$ cat src/rtl/jk_pkg.sv
// Shared definitions for the JK-flop counter: mode encodings and the
// per-bit J/K excitation helper.
package jk_pkg;

   localparam logic [1:0] MODE_HOLD = 2'b00;
   localparam logic [1:0] MODE_UP   = 2'b01;
   localparam logic [1:0] MODE_DOWN = 2'b10;
   localparam logic [1:0] MODE_LOAD = 2'b11;

   typedef struct packed {
      logic j;
      logic k;
   } jk_t;

   // Set only on a 0->1 change, reset only on 1->0; toggle is never requested.
   function automatic jk_t jk_excite(input logic cur, input logic nxt);
      jk_t r;
      r.j = ~cur & nxt;
      r.k = cur & ~nxt;
      return r;
   endfunction

endpackage

$ cat src/rtl/jk_ff_ar.sv
// Single JK flip-flop with asynchronous active-high clear.
module jk_ff_ar (
   input  logic clk,
   input  logic rst,
   input  logic j,
   input  logic k,
   output logic q
);

   always_ff @(posedge clk or posedge rst) begin
      if (rst) begin
         q <= 1'b0;
      end else begin
         case ({j, k})
            2'b00:   q <= q;
            2'b01:   q <= 1'b0;
            2'b10:   q <= 1'b1;
            default: q <= ~q;
         endcase
      end
   end

endmodule

$ cat src/rtl/jk_counter.sv
// Modulo-N up/down counter whose state lives in a bank of JK flops; the
// binary next state is translated into per-bit J/K excitation.
module jk_counter
   import jk_pkg::*;
#(
   parameter int WIDTH   = 4,
   parameter int MODULUS = 10
) (
   input  logic             clk,
   input  logic             rst,
   input  logic             en,
   input  logic [1:0]       mode,
   input  logic [WIDTH-1:0] d,
   output logic [WIDTH-1:0] q,
   output logic             wrap,
   output logic             load_err
);

   if (WIDTH < 1 || WIDTH > 16 || MODULUS < 2 || MODULUS > (1 << WIDTH)) begin : g_bad_params
      $fatal(1, "jk_counter: illegal WIDTH=%0d / MODULUS=%0d", WIDTH, MODULUS);
   end

   // One extra bit so MODULUS itself is representable when MODULUS == 2**WIDTH.
   localparam logic [WIDTH:0] MOD_EXT = (WIDTH+1)'(MODULUS);
   localparam logic [WIDTH:0] MAX_EXT = (WIDTH+1)'(MODULUS - 1);
   localparam logic [WIDTH:0] ONE_EXT = (WIDTH+1)'(1);

   logic [WIDTH:0]   q_ext;
   logic [WIDTH:0]   d_ext;
   logic [WIDTH:0]   next_ext;
   logic [WIDTH-1:0] next_q;
   logic             wrap_next;
   logic             load_err_next;
   logic [WIDTH-1:0] j_bits;
   logic [WIDTH-1:0] k_bits;

   assign q_ext  = {1'b0, q};
   assign d_ext  = {1'b0, d};
   assign next_q = next_ext[WIDTH-1:0];

   always_comb begin
      next_ext      = q_ext;
      wrap_next     = 1'b0;
      load_err_next = 1'b0;
      if (en) begin
         case (mode)
            MODE_UP: begin
               // >= also folds any out-of-range state back to 0.
               if (q_ext >= MAX_EXT) begin
                  next_ext  = '0;
                  wrap_next = 1'b1;
               end else begin
                  next_ext = q_ext + ONE_EXT;
               end
            end
            MODE_DOWN: begin
               if (q_ext == '0) begin
                  next_ext  = MAX_EXT;
                  wrap_next = 1'b1;
               end else begin
                  next_ext = q_ext - ONE_EXT;
               end
            end
            MODE_LOAD: begin
               if (d_ext < MOD_EXT) begin
                  next_ext = d_ext;
               end else begin
                  next_ext      = MAX_EXT;
                  load_err_next = 1'b1;
               end
            end
            default: next_ext = q_ext;
         endcase
      end
   end

   always_comb begin
      j_bits = '0;
      k_bits = '0;
      for (int i = 0; i < WIDTH; i++) begin
         {j_bits[i], k_bits[i]} = jk_excite(q[i], next_q[i]);
      end
   end

   for (genvar i = 0; i < WIDTH; i++) begin : g_bit
      jk_ff_ar u_ff (
         .clk (clk),
         .rst (rst),
         .j   (j_bits[i]),
         .k   (k_bits[i]),
         .q   (q[i])
      );
   end

   always_ff @(posedge clk or posedge rst) begin
      if (rst) begin
         wrap     <= 1'b0;
         load_err <= 1'b0;
      end else begin
         wrap     <= wrap_next;
         load_err <= load_err_next;
      end
   end

endmodule

$ cat config.mk
export PLATFORM = sky130hd
export DESIGN_NAME = jk_counter
export DESIGN_NICKNAME = d
export VERILOG_FILES = /design/src/rtl/jk_pkg.sv /design/src/rtl/jk_ff_ar.sv /design/src/rtl/jk_counter.sv
export SDC_FILE = /design/constraint.sdc
export NUM_CORES = 1
export LEC_CHECK = 0
export CORE_AREA = 8 8 50 52
export CTS_CLUSTER_DIAMETER = 30
export CTS_CLUSTER_SIZE = 20
export DETAILED_ROUTE_END_ITERATION = 12
export DIE_AREA = 0 0 58 60
export GPL_ROUTABILITY_DRIVEN = 1
export PLACE_DENSITY = 0.8
export SLEW_MARGIN = 25
export SYNTH_ARGS = -nofsm -noshare
export SYNTH_HDL_FRONTEND = slang
export SYNTH_SLANG_ARGS = --single-unit
$ cat constraint.sdc
create_clock -name clk -period 2.5 [get_ports clk]
set_input_delay 0.75 -clock clk [delete_from_list [all_inputs] [get_ports clk]]
set_output_delay 0.75 -clock clk [all_outputs]
set_load 0.01 [all_outputs]
== Word level (Yosys, flattened, before mapping) ==
Index checks and enable logic that the tools add are counted.

* Bits in registers: 6
* Output and inout port bits: 6

* $add $sub $neg: 2
* Order comparisons: 2
* Eq/ne operators: 11
* Mux-type cells: 16
* Bitwise operators: 16
* Reduce and logical (&&, ||, !) cells: 5

{| class="wikitable"
|+ Operator list
! cell !! count
|-
| 2-to-1 mux 4 bit || 4
|-
| == test 2 bit (second input constant) || 6
|-
| one-hot mux 1 bit (3 select lines) || 4
|-
| one-hot mux 4 bit (3 select lines) || 1
|-
| == test 2 x 1 -> 1 bit (second input constant) || 5
|-
| AND 1 bit || 8
|-
| logical NOT 2 bit || 4
|-
| inverter 1 bit || 8
|-
| 2-to-1 mux 1 bit || 6
|-
| logical NOT 5 bit || 1
|-
| adder 4 x 1 -> 4 bit (second input constant) || 1
|-
| >= comparator 4 bit (second input constant) || 1
|-
| < comparator 4 bit (second input constant) || 1
|-
| subtractor 4 x 1 -> 4 bit (second input constant) || 1
|-
| one-hot mux 1 bit (2 select lines) || 1
|}

== Logic depth before layout (Yosys ltp) ==
* Word-level depth: 8
* Mapped depth: 10

== Modules after synthesis ==
From an unflattened synthesis, not the netlist that was laid out.

* Cell total of the unflattened synthesis: 96
* Area total of the unflattened synthesis: 829.5 µm²

{| class="wikitable"
|+ By module, submodules not included
! module !! instances !! cells each !! area an instance (µm²) !! sequential area each (µm²)
|-
| jk_counter || 1 || 56 || 444.2 || 50.0
|-
| jk_ff_ar || 4 || 10 || 96.3 || 25.0
|}

== Worst setup path after synthesis ==
No wires, ideal clock.

* Kind: input to register
* Start: input port mode[1]
* End: register g_bit[1].u_ff.q
* Data arrival time: 2.174 ns
* Data required time: 2.374 ns
* Path slack: 0.200 ns
* Stages: 9
* Cell sequence: inv_1 > ha_1 > nor4bb_2 > or2_1 > a221oi_2 > a21oi_1 > ha_1 > nor3_1 > a21oi_1

* Longest elaborated chain between the ends: 7

{| class="wikitable"
|+ Ends and longest elaborated chain
! item !! line !! text
|-
| start: declaration || jk_counter.sv:12 || <nowiki>input logic [1:0] mode,</nowiki>
|-
| == test 2 bit / == test 2 x 1 -> 1 bit (equally long branches) || jk_counter.sv:46 || <nowiki>case (mode)</nowiki>
|-
| one-hot mux 4 bit (3 select lines) * || jk_counter.sv:46 ||
|-
| 2-to-1 mux 4 bit * || jk_counter.sv:45 || <nowiki>if (en) begin</nowiki>
|-
| inverter 1 bit || jk_pkg.sv:19 || <nowiki>r.k = cur & ~nxt;</nowiki>
|-
| AND 1 bit || jk_pkg.sv:19 ||
|-
| == test 2 bit (tied with other cells) || jk_ff_ar.sv:14 || <nowiki>case ({j, k})</nowiki>
|-
| one-hot mux 1 bit (3 select lines) || jk_ff_ar.sv:14 ||
|-
| end signal: assignment || jk_ff_ar.sv:15 || <nowiki>2'b00: q <= q;</nowiki>
|-
| end signal: assignment || jk_ff_ar.sv:18 || <nowiki>default: q <= ~q;</nowiki>
|-
| end: declaration || jk_ff_ar.sv:7 || <nowiki>output logic q</nowiki>
|}

Every way passes the cells marked *; elsewhere a longest branch is shown, timed or not.
A chain may end at the register's enable or synchronous reset.

== Final worst setup path ==
* Start: input port mode[0]
* End: register g_bit[1].u_ff.q

The elaborated chain is that of the path after synthesis.

==> results.json <==
{
  "status": "finished clean",
  "crit_end": "g_bit[1].u_ff.q$_DFFE_PP0P_",
  "core_area_sq_um": 1800,
  "synth-async-reset-ratio_pct": 100,
  "grt_pass1_wl_um": 2920,
  "wl_um": 1750,
  "syn_nets": 109,
  "initial_utilization_pct": 41.3,
  "die_w_um": 58,
  "yosysWarnings": 0,
  "antenna_found_initial": 0,
  "die_h_um": 60,
  "setup_viol": 0,
  "cts_hold_buf": 0,
  "cp.arrival_ns": 2.59,
  "hp-start": "g_bit[0].u_ff.q$_DFFE_PP0P_",
  "grt.busiest_layer": "met2",
  "maxCapViolCount": 0,
  "rows": 16,
  "regToRegStartpoint": "g_bit[1].u_ff.q$_DFFE_PP0P_",
  "drive_gt1_share_pct": 21.5,
  "synth-xor-area-share_pct": 0,
  "clock-root-buffer": "clkbuf_4",
  "clkLatencyLatePin_ns": 0.25,
  "place_hpwl_um": 1380,
  "p_sw_share_pct": 45.7,
  "path_clk_slew_ns": 0.05,
  "track_usage_pct": 10.7,
  "cts_tree": "yes",
  "clock_skew_ns": 0.00705,
  "drv_slew": 0,
  "synthSimpleGateAreaFrac_pct": 19.3,
  "pwr-share-comb_pct": 70.7,
  "synth_compound_area_share_pct": 27.2,
  "worst_pin_slew_ns": 0.342,
  "finalCriticalPeriod_ns": 2.41,
  "synthFlopType": "dfrtp_1",
  "hold_path_class": "reg -> reg",
  "timing_hold_violations_final": 0,
  "synth_top_cells_by_count": "ha_1 (15), a21oi_1 (6), dfrtp_1 (6), inv_1 (6), o21ai_0 (6)",
  "p_per_area_nw_per_um2": 980,
  "cp_max_fo": 3,
  "cp.required_ns": 2.68,
  "path_class": "in -> reg",
  "ios": 15,
  "fmax_mhz": 415,
  "p_clk_share_pct": 9.8,
  "drtAntennaViolNets": 0,
  "via_per_inst": 5.78,
  "synth_area_leaders": "ha_1 (25%), dfrtp_1 (20%), a21oi_1 (4.0%), o21ai_0 (4.0%), buf_4 (4.0%)",
  "grtUsageMet2_pct": 18.5,
  "grt_overflow": 0,
  "io_buffers": 14,
  "area_growth_pct": 34.1,
  "synthAdderAreaFrac_pct": 25.2,
  "grt_pass1_vias": 696,
  "gp_congestion": 0.840,
  "internal_power_uw": 531,
  "r2r_cells": 9,
  "drc": 0,
  "hold_slack_ns": 0.607,
  "relSlewSlack_pct": 77.2,
  "ys_ff_latch": 6,
  "synth_top_family_by_area": "compound AO/OA/AOI/OAI gates",
  "ir_drop_mv": 0.489,
  "place_worst_setup_slack_ns": -0.442,
  "vias": 722,
  "clk_path_buf_depth": 2,
  "synth_edf_count": 0,
  "synth_area_sq_um": 744,
  "grtUsageMet3_pct": 2.37,
  "nNetsFinal": 133,
  "syn_inst": 85,
  "setup_ws_ns": 0.0875,
  "crit_start": "mode[0]",
  "fin_tns_setup_ns": 0,
  "fp.dieArea_sq_um": 3480,
  "syn_avg_cell_area_sq_um": 8.76,
  "synth_most_common_cell": "ha_1",
  "cp-start-kind": "primary input",
  "p_switching_uw": 447,
  "yosys-mux-area-fraction_pct": 0,
  "period_share_pct": 96.5,
  "grt_use_met1_pct": 11.5,
  "leakagePower_uw": 0.000480,
  "yosysTopAreaCellShare_pct": 25.2,
  "ys_seq_area_share_pct": 20.2,
  "cts_made_buffers": 3,
  "timing.rr.end": "g_bit[0].u_ff.q$_DFFE_PP0P_",
  "grt_max_degree": 10,
  "cts_max_level": 1,
  "antenna_cells": 0,
  "drt-initial-drc-count": 25,
  "drt-pass1-iter-count": 4,
  "crit_path_end_kind": "flip-flop",
  "cts.sinks": 6,
  "rrSetupSlack_ns": 0.17,
  "wire_per_inst_um": 14.0,
  "p_seq_share_pct": 19.6,
  "ys_types": 33,
  "synth_top_cell_by_area": "ha_1"
}
## sequential cells by signal, summed over array words and instances (netlist names)
| register | flops |
|---|---|
| wrap | 1 |
| g_bit.u_ff.q | 4 |
| load_err | 1 |
## critical path, stage by stage
cell           delay, ns
dlygate4sd2_1       0.26
ha_2                0.20
nor4bb_4            0.16
or2_1               0.26
a221oi_2            0.27
a21oi_1             0.12
ha_1                0.31
buf_4               0.14
a21oi_2             0.11
## cell usage in the layout (no fill, tap or decap), types with 3 or more instances in the layout
| cell type | Yosys | layout |
|---|---|---|
| o21ai_0 | 6 | 5 |
| clkbuf_4 | 0 | 3 |
| ha_1 | 15 | 14 |
| buf_4 | 4 | 10 |
| and3_1 | 4 | 4 |
| a22oi_1 | 3 | 3 |
| inv_1 | 6 | 6 |
| dfrtp_1 | 6 | 6 |
| nor2_1 | 3 | 3 |
| clkdlybuf4s50_1 | 0 | 12 |
| a21oi_1 | 6 | 5 |
| o21ai_1 | 3 | 4 |
## layout make-up
class                      instances  area, sq um
fill                             156          803
multi-input combinational         67          564
timing repair buffer              24          213
sequential                         6          150
inverter                           7         26.3
clock buffer                       3         22.5
tap                               18         22.5
## power by group through the flow
stage                     clock network [uW]  registers [uW]  logic (uW)
after floorplan                            0             199         445
after global placement                     0             187         598
after detailed placement                   0             188         623
after CTS                               97.6             187         639
after global routing                     104             198         783
final                                   95.4             191         691
## cell families after synthesis
logic type / Yosys count
buf+inv: 12
fa+ha+maj: 15
flops: 6
compound gates: 29
simple gates: 23
## stage by stage
step	instance area, sq um	util [%]	total power, uW	instances
2_1_floorplan	744	-	644	85
3_5_place_dp	941	52.2	811	121
5_1_grt	998	55.4	1090	125
6_report	998	55.4	978	125
4_1_cts	968	53.8	923	124
3_3_place_gp	941	52.2	785	121
## routing by layer
layer / up-vias / routed length [um]
li1: 355 / -
met1: 345 / 788
met2: 20 / 852
met3: 2 / 87
met4: 0 / 20
met5: - / 0
## what timing repair did
item | in CTS | in global routing
pin swaps | 5 | 7
setup endpoints to repair | 4 | 4
setup buffers | 0 | 1
resized for setup | 4 | 6
## worst min-delay path by stage
| stage | slack, ns | endpoint | depth (start not counted) |
|---|---|---|---|
| after global placement | 0.58 | g_bit[0].u_ff.q$_DFFE_PP0P_ | 2 |
| final | 0.61 | g_bit[0].u_ff.q$_DFFE_PP0P_ | 2 |
| after detailed placement | 0.59 | g_bit[0].u_ff.q$_DFFE_PP0P_ | 2 |
| after floorplan | 0.54 | g_bit[0].u_ff.q$_DFFE_PP0P_ | 1 |
| after global routing | 0.66 | g_bit[0].u_ff.q$_DFFE_PP0P_ | 2 |
| after CTS | 0.60 | g_bit[0].u_ff.q$_DFFE_PP0P_ | 2 |
No activity file was read; power rests on OpenSTA's default activity.
